[config.mk]
export PLATFORM = sky130hd
export DESIGN_NAME = ftm_buffer_writer
export DESIGN_NICKNAME = d
export VERILOG_FILES = /design/src/rtl/ftm_buffer_writer_pkg.sv /design/src/rtl/ftm_shape_decode.sv /design/src/rtl/ftm_buffer_writer.sv
export SDC_FILE = /design/constraint.sdc
export NUM_CORES = 1
export LEC_CHECK = 0
export CORE_UTILIZATION = 59
export CTS_BUF_LIST = sky130_fd_sc_hd__clkbuf_8
export CTS_CLUSTER_SIZE = 25
export DETAILED_ROUTE_END_ITERATION = 7
export GPL_TIMING_DRIVEN = 1
export PLACE_DENSITY = 0.82
export SETUP_SLACK_MARGIN = 0.5
export SLEW_MARGIN = 15
export SYNTH_ARGS = -nofsm -noshare
export SYNTH_HDL_FRONTEND = slang
export SYNTH_SLANG_ARGS = --single-unit
[constraint.sdc]
create_clock -name clk -period 13.7 [get_ports clk]
set_input_delay 4.11 -clock clk [delete_from_list [all_inputs] [get_ports clk]]
set_output_delay 4.11 -clock clk [all_outputs]
set_load 0.01 [all_outputs]
[src/rtl/ftm_buffer_writer_pkg.sv]
// Definitions shared by the feature-map buffer writer and the strided reader:
// shape word layout, counter widths, FSM states and the channel-wrap helper.
package ftm_buffer_writer_pkg;

   localparam int SHAPE_C_MSB = 31;
   localparam int SHAPE_C_LSB = 20;
   localparam int SHAPE_H_MSB = 19;
   localparam int SHAPE_H_LSB = 10;
   localparam int SHAPE_W_MSB = 9;
   localparam int SHAPE_W_LSB = 0;

   localparam int C_W  = SHAPE_C_MSB - SHAPE_C_LSB + 1;
   localparam int DC_W = 7;
   localparam int Y_W  = 10;
   localparam int X_W  = 10;
   localparam int CW_W = 20;

   typedef enum logic [1:0] {
      ST_IDLE   = 2'd0,
      ST_SETUP  = 2'd1,
      ST_STREAM = 2'd2
   } ftm_state_e;

   // Channel words per pixel: each buffer word carries 4*N_CONV_UNIT channels.
   function automatic logic [DC_W-1:0] calc_n_wrap_c(input logic [C_W-1:0] c,
                                                      input int unsigned shift);
      return DC_W'(c >> shift);
   endfunction

endpackage

[src/rtl/ftm_shape_decode.sv]
// Splits a packed feature-map shape word into height, width and the
// channel wrap count; shared with the strided reader.
module ftm_shape_decode
   import ftm_buffer_writer_pkg::*;
#(
   parameter int B_SHAPE     = 32,
   parameter int N_CONV_UNIT = 8
) (
   input  logic [B_SHAPE-1:0] shape_i,
   output logic [Y_W-1:0]     h_o,
   output logic [X_W-1:0]     w_o,
   output logic [DC_W-1:0]    n_wrap_c_o
);

   localparam int unsigned NW_SHIFT = $clog2(4 * N_CONV_UNIT);

   assign h_o        = shape_i[SHAPE_H_MSB:SHAPE_H_LSB];
   assign w_o        = shape_i[SHAPE_W_MSB:SHAPE_W_LSB];
   assign n_wrap_c_o = calc_n_wrap_c(shape_i[SHAPE_C_MSB:SHAPE_C_LSB], NW_SHIFT);

endmodule

[src/rtl/ftm_buffer_writer.sv]
// Scatters a streamed feature map column-interleaved across N_BUF_X buffer
// banks in the layout the strided reader expects; toggles tog per finished map.
module ftm_buffer_writer
   import ftm_buffer_writer_pkg::*;
#(
   parameter int N_BUF_X     = 10,
   parameter int B_BUF_ADDR  = 9,
   parameter int B_SHAPE     = 32,
   parameter int DATA_WIDTH  = 64,
   parameter int N_CONV_UNIT = 8
) (
   input  logic                  clk,
   input  logic                  rstn,
   input  logic [B_SHAPE-1:0]    ftm_shape,
   input  logic                  start,
   input  logic [DATA_WIDTH-1:0] s_axis_tdata,
   input  logic                  s_axis_tvalid,
   input  logic                  s_axis_tlast,
   output logic                  s_axis_tready,
   output logic [N_BUF_X-1:0]    wr_en,
   output logic [B_BUF_ADDR-1:0] wr_addr,
   output logic [DATA_WIDTH-1:0] wr_data,
   output logic                  busy,
   output logic                  shape_err,
   output logic                  last_err,
   output logic                  tog
);

   localparam int XR_W   = $clog2(N_BUF_X);
   localparam int NC_W   = X_W + 1;
   localparam int NEED_W = CW_W + NC_W;
   localparam logic [NEED_W-1:0] DEPTH = NEED_W'(1) << B_BUF_ADDR;

   ftm_state_e              state_q;
   logic [B_SHAPE-1:0]      shape_q;
   logic [B_BUF_ADDR-1:0]   col_words_q;
   logic [DC_W-1:0]         dc_q;
   logic [Y_W-1:0]          y_q;
   logic [X_W-1:0]          x_q;
   logic [XR_W-1:0]         x_rem_q;
   logic [B_BUF_ADDR-1:0]   addr_q, col_base_q;
   logic [N_BUF_X-1:0]      wr_en_q;
   logic [B_BUF_ADDR-1:0]   wr_addr_q;
   logic [DATA_WIDTH-1:0]   wr_data_q;
   logic                    shape_err_q, last_err_q, tog_q;

   logic [Y_W-1:0]          h_dec;
   logic [X_W-1:0]          w_dec;
   logic [DC_W-1:0]         nw_dec;

   logic [NC_W-1:0]         ncols;
   logic [CW_W-1:0]         col_words_d;
   logic [NEED_W-1:0]       need_d;
   logic                    beat, dc_end, y_end, x_end, col_end, final_beat, x_rem_last;
   logic [B_BUF_ADDR-1:0]   col_base_d, addr_d;
   logic [XR_W-1:0]         x_rem_d;

   ftm_shape_decode #(
      .B_SHAPE     (B_SHAPE),
      .N_CONV_UNIT (N_CONV_UNIT)
   ) u_decode (
      .shape_i    (shape_q),
      .h_o        (h_dec),
      .w_o        (w_dec),
      .n_wrap_c_o (nw_dec)
   );

   // Bank footprint kept at full width so oversize shapes are caught, not wrapped.
   assign ncols       = (NC_W'(w_dec) + NC_W'(N_BUF_X - 1)) / NC_W'(N_BUF_X);
   assign col_words_d = CW_W'(nw_dec) * CW_W'(h_dec);
   assign need_d      = NEED_W'(col_words_d) * NEED_W'(ncols);

   assign beat       = s_axis_tvalid && (state_q == ST_STREAM);
   assign dc_end     = (dc_q == DC_W'(nw_dec - DC_W'(1)));
   assign y_end      = (y_q == Y_W'(h_dec - Y_W'(1)));
   assign x_end      = (x_q == X_W'(w_dec - X_W'(1)));
   assign col_end    = dc_end && y_end;
   assign final_beat = col_end && x_end;
   assign x_rem_last = (x_rem_q == XR_W'(N_BUF_X - 1));

   // After the last bank of a column group, move on to the next group of columns.
   assign col_base_d = x_rem_last ? col_base_q + col_words_q : col_base_q;
   assign x_rem_d    = x_rem_last ? '0 : x_rem_q + XR_W'(1);
   assign addr_d     = col_end ? col_base_d : addr_q + B_BUF_ADDR'(1);

   always_ff @(posedge clk or negedge rstn) begin
      if (!rstn) begin
         state_q     <= ST_IDLE;
         shape_q     <= '0;
         col_words_q <= '0;
         dc_q        <= '0;
         y_q         <= '0;
         x_q         <= '0;
         x_rem_q     <= '0;
         addr_q      <= '0;
         col_base_q  <= '0;
         wr_en_q     <= '0;
         wr_addr_q   <= '0;
         wr_data_q   <= '0;
         shape_err_q <= 1'b0;
         last_err_q  <= 1'b0;
         tog_q       <= 1'b0;
      end else begin
         wr_en_q <= '0;
         case (state_q)
            ST_IDLE: begin
               if (start) begin
                  shape_q     <= ftm_shape;
                  shape_err_q <= 1'b0;
                  last_err_q  <= 1'b0;
                  state_q     <= ST_SETUP;
               end
            end
            ST_SETUP: begin
               if (nw_dec == '0 || h_dec == '0 || w_dec == '0) begin
                  tog_q   <= ~tog_q;
                  state_q <= ST_IDLE;
               end else if (need_d > DEPTH) begin
                  shape_err_q <= 1'b1;
                  tog_q       <= ~tog_q;
                  state_q     <= ST_IDLE;
               end else begin
                  col_words_q <= col_words_d[B_BUF_ADDR-1:0];
                  dc_q        <= '0;
                  y_q         <= '0;
                  x_q         <= '0;
                  x_rem_q     <= '0;
                  addr_q      <= '0;
                  col_base_q  <= '0;
                  state_q     <= ST_STREAM;
               end
            end
            ST_STREAM: begin
               if (beat) begin
                  wr_en_q   <= N_BUF_X'(1) << x_rem_q;
                  wr_addr_q <= addr_q;
                  wr_data_q <= s_axis_tdata;
                  if (s_axis_tlast != final_beat) last_err_q <= 1'b1;
                  if (final_beat) begin
                     tog_q   <= ~tog_q;
                     state_q <= ST_IDLE;
                  end else begin
                     addr_q <= addr_d;
                     if (col_end) begin
                        dc_q       <= '0;
                        y_q        <= '0;
                        x_q        <= x_q + X_W'(1);
                        x_rem_q    <= x_rem_d;
                        col_base_q <= col_base_d;
                     end else if (dc_end) begin
                        dc_q <= '0;
                        y_q  <= y_q + Y_W'(1);
                     end else begin
                        dc_q <= dc_q + DC_W'(1);
                     end
                  end
               end
            end
            default: state_q <= ST_IDLE;
         endcase
      end
   end

   assign s_axis_tready = (state_q == ST_STREAM);
   assign busy          = (state_q != ST_IDLE);
   assign wr_en         = wr_en_q;
   assign wr_addr       = wr_addr_q;
   assign wr_data       = wr_data_q;
   assign shape_err     = shape_err_q;
   assign last_err      = last_err_q;
   assign tog           = tog_q;

endmodule

==> results of run 1 <==
==> cell type report <==
class	instances	area, um2	area share
sequential	173	4330	0.233
timing repair buffer	191	1890	0.102
inverter	216	811	0.0437
clock inverter	15	174	0.00936
clock buffer	17	234	0.0126
tap	341	427	0.0230
multi-input combinational	1280	10700	0.576
==> stage by stage <==
step / hold slack [ns] / utilization / instances
floorplan: 0.456 / - / 1742
global placement: 0.465 / 0.676 / 2201
detailed placement: 0.488 / 0.676 / 2201
CTS: 0.512 / 0.691 / 2233
global route: 0.522 / 0.691 / 2233
finish: 0.508 / 0.691 / 2233
==> worst max path at each step <==
stage                    endpoint  slack (ns)  cells past startpoint
floorplan           col_base_q[7]        3.28                     44
CTS                 col_base_q[3]        1.49                     43
finish              col_base_q[3]        1.41                     43
global placement    col_base_q[4]        1.79                     42
detailed placement  col_base_q[3]        1.55                     43
global route        col_base_q[3]        0.56                     43
==> worst max-delay path: cells and delay by family, from the launching register on <==
| kind | cells | cell delay (ns) |
|---|---|---|
| AND/OR/NAND/NOR | 9 | 2.35 |
| AO/OA/AOI/OAI | 15 | 3.30 |
| multiplexers | 1 | 0.41 |
| buffers and inverters | 6 | 0.29 |
| flip-flops | 1 | 0.68 |
| XOR/XNOR | 1 | 0.37 |
| adder cells (fa/ha/maj) | 11 | 4.73 |
==> cells by family (layout without fill, tap and decap cells) <==
kind of cell,count (synthesis),in the layout,synth area share
AOI/OAI and AO/OA,275,275,0.115
xor gates and xnor gates,93,93,0.0505
adders and majority gates,253,253,0.256
buffers and inverters,289,439,0.0701
DFF,173,173,0.268
muxes,109,109,0.0757
and+or+nand+nor,550,550,0.164
==> registers in the layout, summed over array words and instances, names as in the netlist <==
name and flops:
shape_err 1, wr_en 10, state_q 2, col_words_q 9, wr_addr 9, y_q 10, shape_q 27, x_rem_q 4
dc_q 7, last_err 1, x_q 10, addr_q 9, wr_data 64, tog 1, col_base_q 9
==> placed cells by master, fill, tap and decap left out, drive strengths merged, types with 12 or more instances in the layout <==
cell             n
a21o            19
a21oi           64
a31oi           15
and2            42
and3            16
clkbuf          17
clkdlybuf4s50  182
dfrtp          173
fa             130
ha             121
inv            221
mux2           101
nand2          169
nand2b          21
nand3           39
nand4           16
nor2           130
nor2b           23
nor3            39
nor4            14
o21ai           68
o21bai          15
or2             12
or3             12
xnor2           62
xor2            31
==> per-layer routing <==
| layer | part of all wire | global-route usage | up-vias |
|---|---|---|---|
| met3 | 0.054 | 0.0421 | 73 |
| met4 | 0.021 | 0.0698 | 0 |
| met1 | 0.41 | 0.350 | 6546 |
| met5 | 0 | 0 | - |
| li1 | - | - | 6090 |
| met2 | 0.51 | 0.484 | 433 |
==> flow_metrics.tcl, run 1 <==
set metrics [dict create \
    ys_ff_latch 173 \
    r2r_slack_ns 1.41 \
    syn_area_um2 16100 \
    synthMostInstantiatedCell "inv_1" \
    synthCells 1742 \
    outcome "complete, no violations" \
    htreeDepth 4 \
    cts.path.max_buffers 2 \
    pre_cts_ws_ns 1.55 \
    grt_usage 0.274 \
    rows 60 \
    die_h_um 167 \
    finalClockSkew_ns 0.0243 \
    reg2reg_to "col_base_q[3]" \
    setup_viol 0 \
    ctsHoldBuffers 0 \
    antenna_found_initial 0 \
    tightest_slew_ns 1.12 \
    firstDrtPassIters 8 \
    setup.worst_path.end_class "flip-flop" \
    cts_sinks 173 \
    nets 2231 \
    dp_hpwl_um 29100 \
    cts_tree "done" \
    dpl-instance-area_um2 18200 \
    rr_worst_depth 43 \
    core_um2 26900 \
    die_area_um2 28000 \
    ctsResizeCount 0 \
    die_w_um 167 \
    reg2reg_from "shape_q[28]" \
    synth-async-reset-ratio 1.00 \
    cp-start-kind "flip-flop" \
    critPathKind "reg -> reg" \
    hold_viol 0 \
    fin_setup_tns_ns 0 \
    maxSlewHeadroom 0.252 \
    vias_per_cell 5.89 \
    drc 0 \
    max_stage_delay_ns 0.68 \
    cts_root_buf "clkbuf_8" \
    yosysWarnings 0 \
    yosysUniqueCellTypes 85 \
    synthFlopType "dfrtp_1" \
    synth.top_cell.area_share 0.268 \
    fin_crit_ns 12.29 \
    grt_pass1_wl_um 62600 \
    wl_um 37800 \
    syn_to_final_growth_pct 15.1 \
    num_antenna_cells 0 \
    hold_depth 1 \
    fin_crit_sh 0.897 \
    maxCapViolCount 0 \
    slowest_stage "dfrtp_1" \
    cts_setup_buffers 0 \
    globalRoute.totalOverflow 0 \
    fmax_ghz 0.0814 \
    required_ns 14.05 \
    finish.instance_area_um2 18600 \
    cts_buffers 17 \
    yosysSeqAreaShare 0.268 \
    synth-edff-count 0 \
    worstHoldEndpoint "tog" \
    fin_ws_ns 1.41 \
    hp-start "tog" \
    drtIter0Drc 1063 \
    synth_nets 2094 \
    n_fill_cell 2027 \
    io_pins 189 \
    drive_gt1_frac 0.0936 \
    yosys-top-cells-count "inv_1, dfrtp_1, nand2_1" \
    final_antenna_net_count 0 \
    clk_pin_slew_ns 0.11 \
    grt_max_degree 109 \
    ys_top_cells_by_area "dfrtp_1, fa_1, ha_1, mux2_2, inv_1" \
    arrival_ns 12.64 \
    start_util 0.601 \
    synth_top_area_cell "dfrtp_1" \
    vias 13142 \
    cp-startpoint "shape_q[28]" \
    rsz0062_at_grt "no" \
    final_max_slew_viol_count 0 \
    avgSynthCellArea_um2 9.26 \
    grt_pass1_vias 13042 \
    gp_congestion 0.866 \
    clock_latency_ns 0.48 \
    worstHoldPathType "reg -> reg" \
    routedWlPerCell_um 16.9 \
    numPortBuffers 183 \
    cp_max_fo 18 \
]
Power of run 1 is left out: the tool's default activity adds up to more than one toggle a clock period on the data nets, which glitch-free logic cannot reach.
==> run 2: changes to the inputs <==
--- a/config.mk
+++ b/config.mk
@@ -10,7 +10,7 @@
 export CTS_CLUSTER_SIZE = 25
 export DETAILED_ROUTE_END_ITERATION = 7
 export GPL_TIMING_DRIVEN = 1
-export PLACE_DENSITY = 0.82
+export PLACE_DENSITY = 0.87
 export SETUP_SLACK_MARGIN = 0.5
 export SLEW_MARGIN = 15
 export SYNTH_ARGS = -nofsm -noshare
==> run 2 against run 1 <==
Effect of this change: via count increased by 1.8%; final cell count about the same; non-clock buffer count decreased by 1; critical path depth decreased by 1; worst hold slack got worse by 0.026 ns; critical path type unchanged; critical endpoint unchanged; highest routed layer is now met5.
==> flow_metrics.tcl, run 2 (synthesis gave the netlist of run 1 again) <==
set metrics [dict create \
    antenna_found_initial 1 \
    fin_setup_tns_ns 0 \
    cts_root_buf "clkbuf_8" \
    setup.worst_path.end_class "flip-flop" \
    cts_tree "done" \
    routedWlPerCell_um 17.4 \
    grt_usage 0.283 \
    hold_depth 1 \
    tightest_slew_ns 1.07 \
    cts_sinks 173 \
    grt_pass1_vias 13470 \
    die_w_um 167 \
    outcome "complete, no violations" \
    rr_worst_depth 42 \
    maxCapViolCount 0 \
    ctsHoldBuffers 0 \
    crit_top_cell "fa_1" \
    mostFrequentLayoutCells "inv_1, clkdlybuf4s50_1, dfrtp_1, nand2_1, fa_1" \
    globalRoute.totalOverflow 0 \
    htreeDepth 4 \
    fmax_ghz 0.0816 \
    fin_crit_sh 0.895 \
    vias_per_cell 6.00 \
    gp_congestion 0.869 \
    cp-start-kind "flip-flop" \
    cts.path.max_buffers 2 \
    max_stage_delay_ns 0.70 \
    hp-start "tog" \
    worstHoldPathType "reg -> reg" \
    clock_latency_ns 0.47 \
    final_antenna_net_count 0 \
    maxSlewHeadroom 0.286 \
    hold_viol 0 \
    final_common_cell "inv_1" \
    largest_reg_flops 64 \
    r2r_slack_ns 1.44 \
    rows 60 \
    num_antenna_cells 0 \
    worstHoldEndpoint "tog" \
    drive_gt1_frac 0.0931 \
    cp_max_fo 18 \
    die_area_um2 28000 \
    numPortBuffers 183 \
    rsz0062_at_grt "no" \
    slowest_stage "dfrtp_1" \
    dp_hpwl_um 29200 \
    clk_pin_slew_ns 0.10 \
    reg2reg_from "shape_q[28]" \
    vias 13384 \
    core_um2 26900 \
    arrival_ns 12.60 \
    io_pins 189 \
    final_max_slew_viol_count 0 \
    wl_um 38800 \
    required_ns 14.04 \
    grt_max_degree 114 \
    reg2reg_to "col_base_q[3]" \
    finalClockSkew_ns 0.0216 \
    setup_viol 0 \
    die_h_um 167 \
    firstDrtPassIters 8 \
    start_util 0.601 \
    ctsResizeCount 0 \
    drtIter0Drc 1150 \
    syn_to_final_growth_pct 15.1 \
    cts_buffers 17 \
    drc 0 \
    critPathKind "reg -> reg" \
    cts_setup_buffers 0 \
    fin_crit_ns 12.26 \
    grt_pass1_wl_um 64800 \
    nets 2230 \
]
## run 2: area by class of cell
| class | count | area, um2 |
|---|---|---|
| timing repair buffer | 190 | 1890 |
| fill | 1911 | 8290 |
| sequential | 173 | 4330 |
| tap | 341 | 427 |
| clock buffer | 17 | 234 |
| multi-input combinational | 1280 | 10700 |
| inverter | 216 | 811 |
| clock inverter | 14 | 186 |
## run 2: routing by layer
layer | up-vias | GRT usage | wire length, um
li1 | 6085 | - | -
met1 | 6612 | 0.356 | 15400
met2 | 562 | 0.493 | 19600
met3 | 123 | 0.0466 | 2650
met4 | 2 | 0.0949 | 1170
met5 | - | 0 | 13
## run 2: worst max path at each step
stage | cells past startpoint | end | slack, ns | startpoint
final | 42 | col_base_q[3] | 1.44 | shape_q[28]
after global routing | 42 | col_base_q[0] | 0.64 | shape_q[28]
after CTS | 42 | col_base_q[4] | 1.50 | shape_q[28]
after detailed placement | 42 | col_base_q[4] | 1.54 | shape_q[28]
after global placement | 42 | col_base_q[4] | 1.81 | shape_q[28]
after floorplan | 44 | col_base_q[7] | 3.28 | shape_q[28]
## run 2: critical path: cells and delay by family, from the launching register on
family / cells / cell delay (ns)
xor+xnor: 1 / 0.39
buf+inv: 6 / 0.29
mux: 1 / 0.40
compound gates: 14 / 3.05
simple gates: 9 / 2.37
flops: 1 / 0.70
fa+ha+maj: 11 / 4.90
## run 2: per-stage QoR
step,instances,hold slack (ns),util,instance area (um2),setup slack (ns)
floorplan,1742,0.456,-,16100,3.28
global placement,2200,0.465,0.676,18200,1.81
detailed placement,2200,0.464,0.676,18200,1.54
CTS,2231,0.481,0.691,18600,1.50
global route,2231,0.487,0.691,18600,0.645
finish,2231,0.482,0.691,18600,1.44
Power of run 2 is left out for the same reason.
==> run 3: changes to the inputs <==
--- a/config.mk
+++ b/config.mk
@@ -5,12 +5,13 @@
 export SDC_FILE = /design/constraint.sdc
 export NUM_CORES = 1
 export LEC_CHECK = 0
-export CORE_UTILIZATION = 59
+export CORE_UTILIZATION = 64
 export CTS_BUF_LIST = sky130_fd_sc_hd__clkbuf_8
 export CTS_CLUSTER_SIZE = 25
 export DETAILED_ROUTE_END_ITERATION = 7
+export DONT_BUFFER_PORTS = 1
 export GPL_TIMING_DRIVEN = 1
-export PLACE_DENSITY = 0.87
+export PLACE_DENSITY = 0.83
 export SETUP_SLACK_MARGIN = 0.5
 export SLEW_MARGIN = 15
 export SYNTH_ARGS = -nofsm -noshare
==> run 3 against run 2 <==
Effect of this change: die area down 7.7%; register-to-register slack worse by 0.07 ns; cell area down 9.9%; non-clock buffer count down 182; sequential share of layout area up 2.6 points; count of clock-buffer cells in the layout unchanged; flip-flop and latch count unchanged; first-iteration DRC count down 13%; core utilization down 0.93 points; critical path depth unchanged; final cell count down 8.8%; clock skew down 0.0034 ns; largest cell class unchanged.
==> flow_metrics.tcl, run 3 (synthesis gave the netlist of run 1 again) <==
set metrics [dict create \
    gp_congestion 0.895 \
    drc 0 \
    fin_crit_ns 12.33 \
    cts_root_buf "clkbuf_8" \
    r2r_slack_ns 1.37 \
    grt_pass1_wl_um 58300 \
    die_area_um2 25900 \
    die_w_um 161 \
    numPortBuffers 0 \
    cp_max_fo 18 \
    setup_viol 0 \
    ctsHoldBuffers 0 \
    hold_viol 0 \
    htreeDepth 4 \
    drtIter0Drc 1003 \
    required_ns 14.05 \
    mostFrequentLayoutCells "inv_1, dfrtp_1, nand2_1, fa_1, nor2_1" \
    firstDrtPassIters 8 \
    cp-start-kind "flip-flop" \
    final_common_cell "inv_1" \
    start_util 0.658 \
    pre_cts_ws_ns 1.58 \
    rsz0062_at_grt "no" \
    fmax_ghz 0.0811 \
    cts_sinks 173 \
    largest_reg_flops 64 \
    vias_per_cell 6.07 \
    arrival_ns 12.68 \
    max_stage_delay_ns 0.69 \
    grt_max_degree 174 \
    maxSlewHeadroom 0.246 \
    final_max_slew_viol_count 0 \
    grt_pass1_vias 12333 \
    wl_um 34800 \
    finalClockSkew_ns 0.0182 \
    clk_pin_slew_ns 0.11 \
    hp-start "col_words_q[5]" \
    ctsResizeCount 0 \
    worstHoldPathType "reg -> reg" \
    fin_ws_ns 1.37 \
    syn_to_final_growth_pct 3.68 \
    slowest_stage "dfrtp_1" \
    grt_usage 0.276 \
    fin_crit_sh 0.900 \
    rows 57 \
    dp_hpwl_um 26700 \
    crit_top_cell "fa_1" \
    core_um2 24500 \
    tightest_slew_ns 1.13 \
    vias 12341 \
    die_h_um 161 \
    cts_setup_buffers 0 \
    routedWlPerCell_um 17.1 \
    nets 2048 \
    setup.worst_path.end_class "flip-flop" \
    hold_depth 2 \
    drive_gt1_frac 0.103 \
    rr_worst_depth 42 \
    critPathKind "reg -> reg" \
    outcome "complete, no violations" \
    globalRoute.totalOverflow 0 \
    worstHoldEndpoint "col_words_q[5]" \
    reg2reg_to "col_base_q[0]" \
    fin_setup_tns_ns 0 \
    io_pins 189 \
    antenna_found_initial 2 \
    cts.path.max_buffers 2 \
    cts_buffers 17 \
    cts_tree "done" \
    maxCapViolCount 0 \
    final_antenna_net_count 0 \
    reg2reg_from "shape_q[28]" \
    clock_latency_ns 0.48 \
]
run 3: stage by stage:
stage	utilization	cells	hold WS (ns)	cell area, um2
3_3_place_gp	0.665	2001	0.480	16300
4_1_cts	0.682	2033	0.509	16700
5_1_grt	0.682	2034	0.543	16700
6_report	0.682	2034	0.511	16700
3_5_place_dp	0.665	2001	0.488	16300
2_1_floorplan	-	1742	0.456	16100
run 3: worst max-delay path: cells and delay by family (launching register included):
kind	cells	cell delay, ns
adder cells (fa/ha/maj)	11	4.92
AO/OA/AOI/OAI	14	3.06
AND/OR/NAND/NOR	9	2.41
flip-flops	1	0.69
multiplexers	1	0.42
XOR/XNOR	1	0.40
buffers and inverters	6	0.30
run 3: final cells by class:
type / instances / area [um2]
well taps: 324 / 405
fillers: 1868 / 7800
multi-input cells: 1280 / 10700
inverters: 216 / 811
diodes: 1 / 2.50
flip-flops and latches: 173 / 4330
clock buffers: 17 / 234
repair buffers: 8 / 60.1
clock inverters: 15 / 185
run 3: how the worst max path moves through the flow:
stage / slack (ns) / to / from
after floorplan: 3.28 / col_base_q[7] / shape_q[28]
after global placement: 1.79 / col_base_q[3] / shape_q[28]
after detailed placement: 1.58 / col_base_q[3] / shape_q[28]
after CTS: 1.50 / col_base_q[0] / shape_q[28]
after global routing: 0.54 / col_base_q[0] / shape_q[28]
final: 1.37 / col_base_q[0] / shape_q[28]
run 3: layer usage:
layer / up-vias / track usage / routed length, um
met2: 370 / 0.464 / 17300
met3: 64 / 0.0540 / 2190
li1: 5732 / - / -
met4: 2 / 0.0750 / 595
met5: - / 0 / 13
met1: 6173 / 0.365 / 14700
Power of run 3 is left out for the same reason.
